$ cat src/rtl/frame_serializer.sv
// rtl/frame_serializer.sv - framed serial line generator: preamble ones, MSB-first payload words, zero gap; PRBS7 payload option under FS_PRBS_EN
module frame_serializer #(
    parameter int PREAMBLE_LEN = 10,
    parameter int WORD_W       = 10,
    parameter int FRAME_WORDS  = 720,
    parameter int GAP_CYCLES   = 200
) (
    input  logic              CLK_30MHz,
    input  logic              RSTN,
    input  logic              START,
    input  logic [WORD_W-1:0] WORD_IN,
    input  logic              WORD_VALID,
    output logic              WORD_READY,
    input  logic              PRBS_SEL,
    output logic              DOUT,
    output logic              BUSY,
    output logic              FRAME_DONE,
    output logic              UNDERRUN
);
    localparam int PRE_W   = (PREAMBLE_LEN > 1) ? $clog2(PREAMBLE_LEN) : 1;
    localparam int BIT_W   = (WORD_W > 1) ? $clog2(WORD_W) : 1;
    localparam int WORD_CW = (FRAME_WORDS > 1) ? $clog2(FRAME_WORDS) : 1;
    localparam int GAP_W   = (GAP_CYCLES > 1) ? $clog2(GAP_CYCLES) : 1;

    localparam logic [PRE_W-1:0]   PRE_LAST  = PRE_W'(PREAMBLE_LEN - 1);
    localparam logic [BIT_W-1:0]   BIT_LAST  = BIT_W'(WORD_W - 1);
    localparam logic [WORD_CW-1:0] WORD_LAST = WORD_CW'(FRAME_WORDS - 1);
    localparam logic [GAP_W-1:0]   GAP_LAST  = GAP_W'(GAP_CYCLES - 1);

    typedef enum logic [1:0] {
        S_IDLE,
        S_PRE,
        S_PAY,
        S_GAP
    } state_t;

    state_t              state_q, state_d;
    logic [PRE_W-1:0]    pre_cnt_q, pre_cnt_d;
    logic [BIT_W-1:0]    bit_cnt_q, bit_cnt_d;
    logic [WORD_CW-1:0]  word_cnt_q, word_cnt_d;
    logic [GAP_W-1:0]    gap_cnt_q, gap_cnt_d;
    logic [WORD_W-1:0]   shreg_q, shreg_d;
    logic                dout_q, dout_d;
    logic                frame_done_q, frame_done_d;
    logic                underrun_q, underrun_d;

    logic                pre_last;
    logic                bit_last;
    logic                word_last;
    logic                gap_last;
    logic                word_ready_c;
    logic                prbs_mode;
    logic [WORD_W-1:0]   load_word;

`ifdef FS_PRBS_EN
    logic [6:0]          prbs_q, prbs_d;
    assign prbs_mode = PRBS_SEL;
`else
    logic                unused_prbs_sel;
    assign unused_prbs_sel = PRBS_SEL;
    assign prbs_mode       = 1'b0;
`endif

    assign pre_last  = (pre_cnt_q == PRE_LAST);
    assign bit_last  = (bit_cnt_q == BIT_LAST);
    assign word_last = (word_cnt_q == WORD_LAST);
    assign gap_last  = (gap_cnt_q == GAP_LAST);

    // A word is fetched one cycle ahead of need: on the last preamble bit and on the last bit of every word but the final one
    assign word_ready_c = !prbs_mode &&
                          (((state_q == S_PRE) && pre_last) ||
                           ((state_q == S_PAY) && bit_last && !word_last));
    assign load_word    = WORD_VALID ? WORD_IN : '0;

    assign WORD_READY = word_ready_c;
    assign DOUT       = dout_q;
    assign BUSY       = (state_q != S_IDLE);
    assign FRAME_DONE = frame_done_q;
    assign UNDERRUN   = underrun_q;

    // Next-state, counters, shift register and the next registered line bit
    always_comb begin
        state_d    = state_q;
        pre_cnt_d  = pre_cnt_q;
        bit_cnt_d  = bit_cnt_q;
        word_cnt_d = word_cnt_q;
        gap_cnt_d  = gap_cnt_q;
        shreg_d    = shreg_q;
        underrun_d = underrun_q;
        dout_d     = 1'b0;
`ifdef FS_PRBS_EN
        prbs_d     = prbs_q;
`endif
        case (state_q)
            S_IDLE: begin
                if (START) begin
                    state_d    = S_PRE;
                    pre_cnt_d  = '0;
                    bit_cnt_d  = '0;
                    word_cnt_d = '0;
                    gap_cnt_d  = '0;
                    underrun_d = 1'b0;
                    dout_d     = 1'b1;
`ifdef FS_PRBS_EN
                    prbs_d     = 7'h7F;
`endif
                end
            end
            S_PRE: begin
                dout_d = 1'b1;
                if (pre_last) begin
                    state_d   = S_PAY;
                    pre_cnt_d = '0;
                end else begin
                    pre_cnt_d = pre_cnt_q + PRE_W'(1);
                end
            end
            S_PAY: begin
                shreg_d = {shreg_q[WORD_W-2:0], 1'b0};
                if (bit_last) begin
                    bit_cnt_d = '0;
                    if (word_last) begin
                        state_d    = S_GAP;
                        word_cnt_d = '0;
                        gap_cnt_d  = '0;
                    end else begin
                        word_cnt_d = word_cnt_q + WORD_CW'(1);
                    end
                end else begin
                    bit_cnt_d = bit_cnt_q + BIT_W'(1);
                end
            end
            S_GAP: begin
                if (gap_last) begin
                    state_d   = S_IDLE;
                    gap_cnt_d = '0;
                end else begin
                    gap_cnt_d = gap_cnt_q + GAP_W'(1);
                end
            end
            default: state_d = S_IDLE;
        endcase

        if (word_ready_c) begin
            shreg_d = load_word;
            if (!WORD_VALID) begin
                underrun_d = 1'b1;
            end
        end

        // DOUT is registered, so the bit for the coming payload cycle is chosen from the next shift value
        if (state_d == S_PAY) begin
            dout_d = shreg_d[WORD_W-1];
`ifdef FS_PRBS_EN
            if (prbs_mode) begin
                dout_d = prbs_q[6];
                prbs_d = {prbs_q[5:0], prbs_q[6] ^ prbs_q[5]};
            end
`endif
        end

        frame_done_d = (state_d == S_GAP) && (gap_cnt_d == GAP_LAST);
    end

    // State and output registers; reset forces the line low at once and abandons any frame in flight
    always_ff @(posedge CLK_30MHz or negedge RSTN) begin
        if (!RSTN) begin
            state_q      <= S_IDLE;
            pre_cnt_q    <= '0;
            bit_cnt_q    <= '0;
            word_cnt_q   <= '0;
            gap_cnt_q    <= '0;
            shreg_q      <= '0;
            dout_q       <= 1'b0;
            frame_done_q <= 1'b0;
            underrun_q   <= 1'b0;
`ifdef FS_PRBS_EN
            prbs_q       <= 7'h7F;
`endif
        end else begin
            state_q      <= state_d;
            pre_cnt_q    <= pre_cnt_d;
            bit_cnt_q    <= bit_cnt_d;
            word_cnt_q   <= word_cnt_d;
            gap_cnt_q    <= gap_cnt_d;
            shreg_q      <= shreg_d;
            dout_q       <= dout_d;
            frame_done_q <= frame_done_d;
            underrun_q   <= underrun_d;
`ifdef FS_PRBS_EN
            prbs_q       <= prbs_d;
`endif
        end
    end

endmodule

$ cat config.mk
export PLATFORM = sky130hd
export DESIGN_NAME = frame_serializer
export DESIGN_NICKNAME = d
export VERILOG_FILES = /design/src/rtl/frame_serializer.sv
export SDC_FILE = /design/constraint.sdc
export NUM_CORES = 1
export LEC_CHECK = 0
export ABC_CLOCK_PERIOD_IN_PS = 5850
export CAP_MARGIN = 25
export CORE_MARGIN = 2
export CORE_UTILIZATION = 45
export CTS_BUF_LIST = sky130_fd_sc_hd__clkbuf_16
export CTS_CLUSTER_DIAMETER = 50
export DETAILED_ROUTE_END_ITERATION = 8
export GPL_TIMING_DRIVEN = 0
export PLACE_DENSITY = 0.74
export SYNTH_ARGS = -nofsm -noshare
export SYNTH_HDL_FRONTEND = slang
export SYNTH_SLANG_ARGS = --single-unit
$ cat constraint.sdc
create_clock -name CLK_30MHz -period 5.85 [get_ports CLK_30MHz]
set_input_delay 0.585 -clock CLK_30MHz [delete_from_list [all_inputs] [get_ports CLK_30MHz]]
set_output_delay 0.585 -clock CLK_30MHz [all_outputs]
set_load 0.05 [all_outputs]
# ---- After elaboration in Yosys (flattened, before gate mapping)
# Index checks and enable logic that the tools add are counted.
dict set report word_totals {
  ramBits 0
  romBits 0
  elab_cells 70
  n_memories 0
  latch_bits 0
  input_bits 15
  regBits 41
  out_inout_bits 5
}
dict set report op_classes {
  shift 0
  n_reduce_logical 14
  eq_ne 12
  bitwise 0
  div_mod_pow 0
  mux 30
  multipliers 0
  addsub 4
  n_lt_le_gt_ge 0
}
# operator count
set ops {}
lappend ops {{$mux 10} 6}
lappend ops {{$mux 8} 4}
lappend ops {{$pmux 8 s3} 1}
lappend ops {{$pmux 10 s2} 1}
lappend ops {{$eq 8x8->1 const B} 2}
lappend ops {{$pmux 4 s2} 2}
lappend ops {{$mux 4} 3}
lappend ops {{$add 10x1->10 const B} 1}
lappend ops {{$eq 10x10->1 const B} 1}
lappend ops {{$mux 2} 5}
lappend ops {{$add 4x1->4 const B} 2}
lappend ops {{$add 8x1->8 const B} 1}
lappend ops {{$eq 2x2->1 const B} 4}
lappend ops {{$eq 4x4->1 const B} 2}
lappend ops {{$pmux 2 s4} 1}
lappend ops {{$reduce_bool 2->1} 4}
lappend ops {{$mux 1} 6}
lappend ops {{$logic_and 1x1->1} 4}
lappend ops {{$ne 2x2->1 const B} 2}
lappend ops {{$reduce_and 2->1} 2}
lappend ops {{$reduce_and 3->1} 1}
lappend ops {{$eq 2x1->1 const B} 1}
lappend ops {{$logic_not 2->1} 1}
lappend ops {{$pmux 1 s2} 1}
lappend ops {{other kinds (2)} 2}

# ---- Logic depth before layout (Yosys ltp)
# Gate-level depths: netlist of the first run.
dict set report depth {
  depth_word 6
  depth_mapped 9
  depth_no_buf 8
}

# ---- Least setup slack after synthesis of the first run
# No wires, ideal clock.
dict set report synth_timing {
  path_kind {register -> register}
  startpoint {reg word_cnt_q[4]}
  endpoint {reg shreg_q[0]}
  setup_time_ns 0.121
  stages_incl_launch_ff 7
  t_required_ns 5.729
  path_buffers 1
  arrival_ns 2.012
  synth_period_minus_slack_ns 2.133
  slack_ns 3.717
  path_cell_list {dfrtp_1 > or4b_4 > o31ai_4 > o21ai_2 > and2_4 > buf_6 > a22o_1}
}
dict set report synth_between {
  elab_chain_len 5
  elab_cells_between_ends 6
  cone_classes {eq/ne (1); mux (1); reduce/logical (4)}
}
# element line_no
set synth_rtl {}
lappend synth_rtl {{from (decl)} 40} ;# logic [WORD_CW-1:0] word_cnt_q, word_cnt_d;
lappend synth_rtl {{from (signal assigned)} 184} ;# word_cnt_q <= word_cnt_d;
lappend synth_rtl {{$eq 10x10->1 (*)} 66} ;# assign word_last = (word_cnt_q == WORD_LAST);
lappend synth_rtl {{$logic_not 1->1 (*)} 72} ;# ((state_q == S_PAY) && bit_last && !word_last));
lappend synth_rtl {{$logic_and 1x1->1 (*)} 72}
lappend synth_rtl {{$logic_or 1x1->1 (*)} 71} ;# (((state_q == S_PRE) && pre_last) ||
lappend synth_rtl {{via WORD_READY} 13} ;# output logic WORD_READY,
lappend synth_rtl {{$mux 10 or $reduce_bool 2->1 (tied branches)} -}
lappend synth_rtl {{to (signal assigned)} 186} ;# shreg_q <= shreg_d;
lappend synth_rtl {{to (decl)} 42} ;# logic [WORD_W-1:0] shreg_q, shreg_d;
# Mark *: on every way through the listed nets, which the timed path passes. The rest lies on a longest branch.
# A chain may end at the register's enable or synchronous reset.

# ---- Worst setup path in the final report of the first run
dict set report layout_timing {
  startpoint {reg word_cnt_q[4]}
  endpoint {out WORD_READY}
}
dict set report layout_between {
  elab_chain_len 4
}
# element line_no
set layout_rtl {}
lappend layout_rtl {{$eq 10x10->1} 66}
lappend layout_rtl {{$logic_not 1->1} 72}
lappend layout_rtl {{$logic_and 1x1->1} 72}
lappend layout_rtl {{$logic_or 1x1->1} 71}
lappend layout_rtl {{to (decl)} 13}
# No other way between the ends.

==> flow_summary.yaml, run 1 <==
sta:
  finalCritPeriodShare_pct: 52.5
  setup_viol: 0
  slew_headroom_pct: 64.0
  whs_ns: 0.189
  fmax_mhz: 325
  setup_tns_ns: 0
  rsz0062_at_grt: "no"
  finClkSkew_ns: 0.00218
  tightest_slew_ns: 0.536
  hold_violations: 0
  slew_viol_final: 0
  final.min_clock_period_ns: 3.07
finish:
  postLayoutCoreUtil_pct: 56.6
  diodes: 0
  regArea_sq_um: 1030
  drive_above_1_share_pct: 8.30
  fillers: 442
  final_net_count: 297
  stdcell_area_sq_um: 2710
  syn2layout_area_growth_pct: 19.7
  fin_cells: 344
  multiInputGateArea_sq_um: 1160
floorplanning:
  ioPinCount: 20
  placement_rows: 25
  die_x_um: 74.9
  dieArea_sq_um: 5610
  start_util_pct: 47.3
  die_y_um: 74.9
  core_region_area_sq_um: 4790
synthesis:
  ys.flop_type: "dfrtp_1"
  ys_top_cells_by_area: "dfrtp_1 (45%), nand2_1 (7.0%), o21ai_0 (6.9%), ha_1 (3.3%), and3_1 (2.8%)"
  synth_nets: 271
  synth_cells: 250
  synth.distinct_cells: 50
  syn_avg_cell_area_sq_um: 9.05
  netlist.area_leader.share_pct: 45.3
  async_flop_share_pct: 100
  yosysWarnings: 0
  synth_area_leader_cell: "dfrtp_1"
  seq_area_frac_synth_pct: 45.3
  ys_top_cells_by_count: "nand2_1 (42), dfrtp_1 (41), o21ai_0 (31), nor2_1 (13), nand3_1 (11)"
  ys_seq_elements: 41
  syn_area_sq_um: 2260
  synth_edf_count: 0
  yosysMostFrequentCell: "nand2_1"
setup_path:
  worstSetupEndpointType: "output pin"
  critical_path_class: "flop to output pin"
  start_kind: "flop"
  cp.required_ns: 5.27
  crit_start: "word_cnt_q[4]"
  worstPathMaxFanout: 7
  r2r_start: "state_q[0]"
  arrival_ns: 2.49
pwr:
  pwr-share-clk_pct: 50.1
  swShare_pct: 19.8
  vdd_drop_max_mv: 0.246
  power_frac_comb_pct: 3.9
  powerDensity_nw_per_um2: 229
  power.share.sequential_pct: 46.0
  p_int_w: 0.000497
  p_switching_w: 0.000123
  leakage_nw: 1.20
clock_network:
  clk_pin_slew_ns: 0.06
  cts.sinks: 41
  clkLatencyLatePin_ns: 0.28
  cts_tree: "built"
  post_cts_buffers: 0
  htree_levels: 2
  cts_buffer_depth: 2
  cts_made_buffers: 5
  cts-root-buf: "clkbuf_16"
  cts_hold_buf: 0
  cts_resized: 0
global_route:
  grt_use_total_pct: 18.8
  gr-total-overflow: 0
  antenna_found_initial: 0
  first_global_vias: 1779
  grt_max_degree: 30
  grt_first_pass_wirelength_um: 8110
place:
  gpl.final_weighted_congestion: 0.828
  dp_hpwl_um: 3340
  port_buffers: 18
  dp.cells: 336
  placed_cell_area_sq_um: 2540
detailed_routing:
  drc_errors: 0
  wl_um: 4700
  vias_per_cell: 5.57
  via_count: 1917
  drt_iter0_drc: 68
  postRouteAntennaNets: 0
  firstDrtPassIters: 4
  wl_per_cell_um: 13.7
flow_run:
  drv_cap: 0
outcome:
  outcome: "finished clean"
min_path:
  hold_path_class: "primary input to async pin"
[final cells by class]
| class | count | area share (%) |
|---|---|---|
| buffer | 7 | 1.34 |
| timing repair buffer | 19 | 7.21 |
| sequential | 41 | 37.9 |
| clock buffer | 5 | 4.62 |
| tap | 67 | 3.09 |
| inverter | 10 | 1.39 |
| clock inverter | 3 | 1.52 |
| multi-input combinational | 192 | 43.0 |
[through the flow]
stage	setup slack, ns	total power, W
floorplan	3.72	0.000297
global placement	3.08	0.000314
detailed placement	3.09	0.000315
CTS	2.77	0.000630
global route	2.69	0.000643
finish	2.78	0.000619
[critical path, stage by stage (launching register included)]
cell	delay, ns
dfrtp_1	0.43
or4b_4	0.58
o31ai_4	0.31
o21ai_2	0.15
clkdlybuf4s50_1	0.72
[placed cells by master, fill, tap and decap left out, types with 2 or more instances in the layout]
master and instances:
o21a_1 2, clkbuf_1 4, buf_2 3, nor3_1 2, inv_1 10, dfrtp_1 41
nand2_1 42, a21o_1 2, or2_2 4, nor2_1 13, o31ai_1 3, clkbuf_16 5
o21ai_1 2, and2_1 3, and3_1 10, nand2b_1 6, o21ai_0 31, a21oi_1 8
mux2i_1 2, a22o_1 6, clkdlybuf4s50_1 17, o21bai_1 2, nand3_1 11, ha_1 6
nand3b_1 3, nand4b_1 2, a22oi_1 8
[cells by family (layout without fill, tap and decap cells)]
| kind of cell | Yosys count | in the layout | share of synthesized area (%) |
|---|---|---|---|
| compound gates | 77 | 77 | 22.4 |
| xor+xnor | 2 | 2 | 0.774 |
| fa+ha+maj | 6 | 6 | 3.32 |
| buf+inv | 17 | 44 | 3.26 |
| flops | 41 | 41 | 45.3 |
| mux | 2 | 2 | 0.885 |
| simple gates | 105 | 105 | 24.0 |
[state kept, by name, indices dropped and copies added (netlist names)]
| register | cells |
|---|---|
| UNDERRUN | 1 |
| word_cnt_q | 10 |
| shreg_q | 10 |
| DOUT | 1 |
| pre_cnt_q | 4 |
| state_q | 2 |
| bit_cnt_q | 4 |
| gap_cnt_q | 8 |
| FRAME_DONE | 1 |
[power groups by stage]
stage               clock network [W]   logic (W)  registers (W)
floorplan                           0  0.00000495       0.000292
global placement                    0   0.0000235       0.000290
detailed placement                  0   0.0000250       0.000290
CTS                          0.000320   0.0000250       0.000285
global route                 0.000331   0.0000273       0.000285
finish                       0.000310   0.0000242       0.000285
[path summary, 6_finish.rpt]
kind,endpoint,slack (ns),depth (start not counted)
hold reg to reg,pre_cnt_q[3],0.48,1
hold / removal,bit_cnt_q[2],0.19,1
setup / recovery,WORD_READY,2.78,4
setup reg to reg,FRAME_DONE,3.67,7
min in group CLK_30MHz,pre_cnt_q[3],0.48,1
max in group asynchronous,shreg_q[8],5.21,2
[routing by layer]
| metal | vias up | part of all wire (%) | global-route usage (%) |
|---|---|---|---|
| met5 | - | 0 | 0 |
| met4 | 0 | 0.94 | 7.14 |
| met3 | 4 | 4.5 | 3.61 |
| met2 | 60 | 47 | 29.2 |
| met1 | 895 | 48 | 26.0 |
| li1 | 958 | - | - |
No activity file was read; power rests on OpenSTA's default activity.
==> inputs of run 2 (changes only) <==
--- a/config.mk
+++ b/config.mk
@@ -5,7 +5,7 @@
 export SDC_FILE = /design/constraint.sdc
 export NUM_CORES = 1
 export LEC_CHECK = 0
-export ABC_CLOCK_PERIOD_IN_PS = 5850
+export ABC_CLOCK_PERIOD_IN_PS = 2700
 export CAP_MARGIN = 25
 export CORE_MARGIN = 2
 export CORE_UTILIZATION = 45
@@ -13,7 +13,7 @@
 export CTS_CLUSTER_DIAMETER = 50
 export DETAILED_ROUTE_END_ITERATION = 8
 export GPL_TIMING_DRIVEN = 0
-export PLACE_DENSITY = 0.74
+export PLACE_DENSITY = 0.76
 export SYNTH_ARGS = -nofsm -noshare
 export SYNTH_HDL_FRONTEND = slang
 export SYNTH_SLANG_ARGS = --single-unit
==> constraint.sdc (replaced) <==
create_clock -name CLK_30MHz -period 2.7 [get_ports CLK_30MHz]
set_input_delay 0.27 -clock CLK_30MHz [delete_from_list [all_inputs] [get_ports CLK_30MHz]]
set_output_delay 0.27 -clock CLK_30MHz [all_outputs]
set_load 0.05 [all_outputs]
==> run 2 against run 1 <==
  * Via count is 0.83% higher
  * Highest routed layer unchanged
  * Global-route usage grew 0.14 points
  * Power up 130%
  * Core utilization grew 0.68 points
  * Clock skew increased by 0.0027 ns
  * Largest cell class unchanged
==> flow_summary.yaml, run 2 (same netlist as run 1, synthesis figures left out) <==
clock_network:
  cts.sinks: 41
  cts-root-buf: "clkbuf_16"
  htree_levels: 2
  clkLatencyLatePin_ns: 0.29
  cts_made_buffers: 5
  cts_tree: "built"
  clk_pin_slew_ns: 0.06
  post_cts_buffers: 0
  cts_buffer_depth: 2
finish:
  postLayoutCoreUtil_pct: 57.3
  syn2layout_area_growth_pct: 21.1
  final_net_count: 298
  reg_top3: "shreg_q x10, word_cnt_q x10, gap_cnt_q x8"
  layout_common_cells: "nand2_1 (42), dfrtp_1 (41), o21ai_0 (31), clkdlybuf4s50_1 (16), nor2_1 (13)"
  fillers: 417
  stdcell_area_sq_um: 2740
  layout_commonest_cell: "nand2_1"
  drive_above_1_share_pct: 8.63
  diodes: 0
setup_path:
  worstPathMaxFanout: 7
  crit_path_end: "WORD_READY"
  rr_worst_depth: 7
  r2r_start: "state_q[0]"
  worstSetupEndpointType: "output pin"
  critical_path_class: "flop to output pin"
  rrSetupSlack_ns: 0.49
  crit_start: "word_cnt_q[4]"
  cp.required_ns: 2.43
  arrival_ns: 2.25
  start_kind: "flop"
  r2r-end: "FRAME_DONE"
floorplanning:
  dieArea_sq_um: 5610
  start_util_pct: 47.3
  ioPinCount: 20
  placement_rows: 25
  core_region_area_sq_um: 4790
  die_y_um: 74.9
  die_x_um: 74.9
detailed_routing:
  postRouteAntennaNets: 0
  wl_per_cell_um: 13.9
  via_count: 1933
  firstDrtPassIters: 4
  wl_um: 4810
  drt_iter0_drc: 204
  drc_errors: 0
  vias_per_cell: 5.60
pwr:
  p_switching_w: 0.000268
  power.share.sequential_pct: 42.9
  vdd_drop_max_mv: 0.359
  pwr-share-clk_pct: 53.4
  powerDensity_nw_per_um2: 525
  power_frac_comb_pct: 3.7
  swShare_pct: 18.6
  leakage_nw: 1.22
  finalPower_w: 0.00144
  p_int_w: 0.00117
global_route:
  gr-total-overflow: 0
  first_global_vias: 1773
  antenna_found_initial: 0
  grt_use_total_pct: 18.9
  grt_max_degree: 29
  grt_first_pass_wirelength_um: 8070
sta:
  slew_viol_final: 0
  hold_violations: 0
  tightest_slew_ns: 0.580
  final.min_clock_period_ns: 2.52
  finClkSkew_ns: 0.00483
  fmax_mhz: 397
  setup_viol: 0
  rsz0062_at_grt: "no"
  setup_tns_ns: 0
  whs_ns: 0.417
  finalCritPeriodShare_pct: 93.2
  slew_headroom_pct: 61.1
place:
  placed_cell_area_sq_um: 2540
  gpl.final_weighted_congestion: 0.858
  port_buffers: 18
  dp_hpwl_um: 3400
min_path:
  hold_path_class: "primary input to async pin"
flow_run:
  drv_cap: 0
outcome:
  outcome: "finished clean"
==> run 2: cell types whose count changed in the layout (fill, tap and decap cells not counted), sizes merged <==
cell	change
dlygate4sd3	+1
dlygate4sd2	+1
clkdlybuf4s50	-1
bufinv	+1
clkinvlp	-1
==> run 2: final cells by class <==
type | count | area (sq um) | area share, %
clock inverter | 3 | 65.1 | 2.37
tap | 67 | 83.8 | 3.06
sequential | 41 | 1030 | 37.4
inverter | 10 | 37.5 | 1.37
clock buffer | 5 | 125 | 4.56
buffer | 7 | 36.3 | 1.32
multi-input combinational | 192 | 1160 | 42.4
timing repair buffer | 20 | 204 | 7.44
==> run 2: per-layer routing <==
metal	GRT usage (%)	routed length (um)	part of all wire [%]
met3	3.88	169	3.5
met4	7.54	86	1.8
met2	29.2	2180	45
met1	26.1	2380	49
met5	0	0	0
==> run 2: worst max-delay path, stage by stage, from the launching register on <==
cell and delay (ns):
dfrtp_1 0.44, or4b_4 0.59, o31ai_4 0.34, o21ai_2 0.15, dlygate4sd2_1 0.45
==> run 2: per-stage QoR <==
stage | setup slack [ns] | instances
5_1_grt | 0.115 | 345
6_report | 0.184 | 345
3_5_place_dp | 0.220 | 336
3_3_place_gp | 0.231 | 335
2_1_floorplan | 0.567 | 250
4_1_cts | 0.188 | 345
==> run 2: timing repair <==
item	CTS	global route
setup endpoints to repair	1	0
endpoints found under the hold margin	13	0
gates resized for setup	1	0
hold buffers	1	0
==> run 2: worst min path at each step <==
| stage | start | endpoint | slack (ns) |
|---|---|---|---|
| 2_1_floorplan | RSTN | DOUT | -0.03 |
| 3_3_place_gp | pre_cnt_q[3] | pre_cnt_q[3] | 0.48 |
| 3_5_place_dp | RSTN | bit_cnt_q[0] | 0.19 |
| 4_1_cts | RSTN | bit_cnt_q[0] | 0.43 |
| 5_1_grt | RSTN | word_cnt_q[9] | 0.47 |
| 6_report | RSTN | word_cnt_q[9] | 0.42 |
==> run 2: power groups by stage <==
stage	clock network [W]	logic [W]	registers (W)
2_1_floorplan	0	0.0000107	0.000633
3_3_place_gp	0	0.0000507	0.000629
3_5_place_dp	0	0.0000538	0.000629
4_1_cts	0.000780	0.0000552	0.000618
5_1_grt	0.000808	0.0000600	0.000617
6_report	0.000769	0.0000535	0.000618
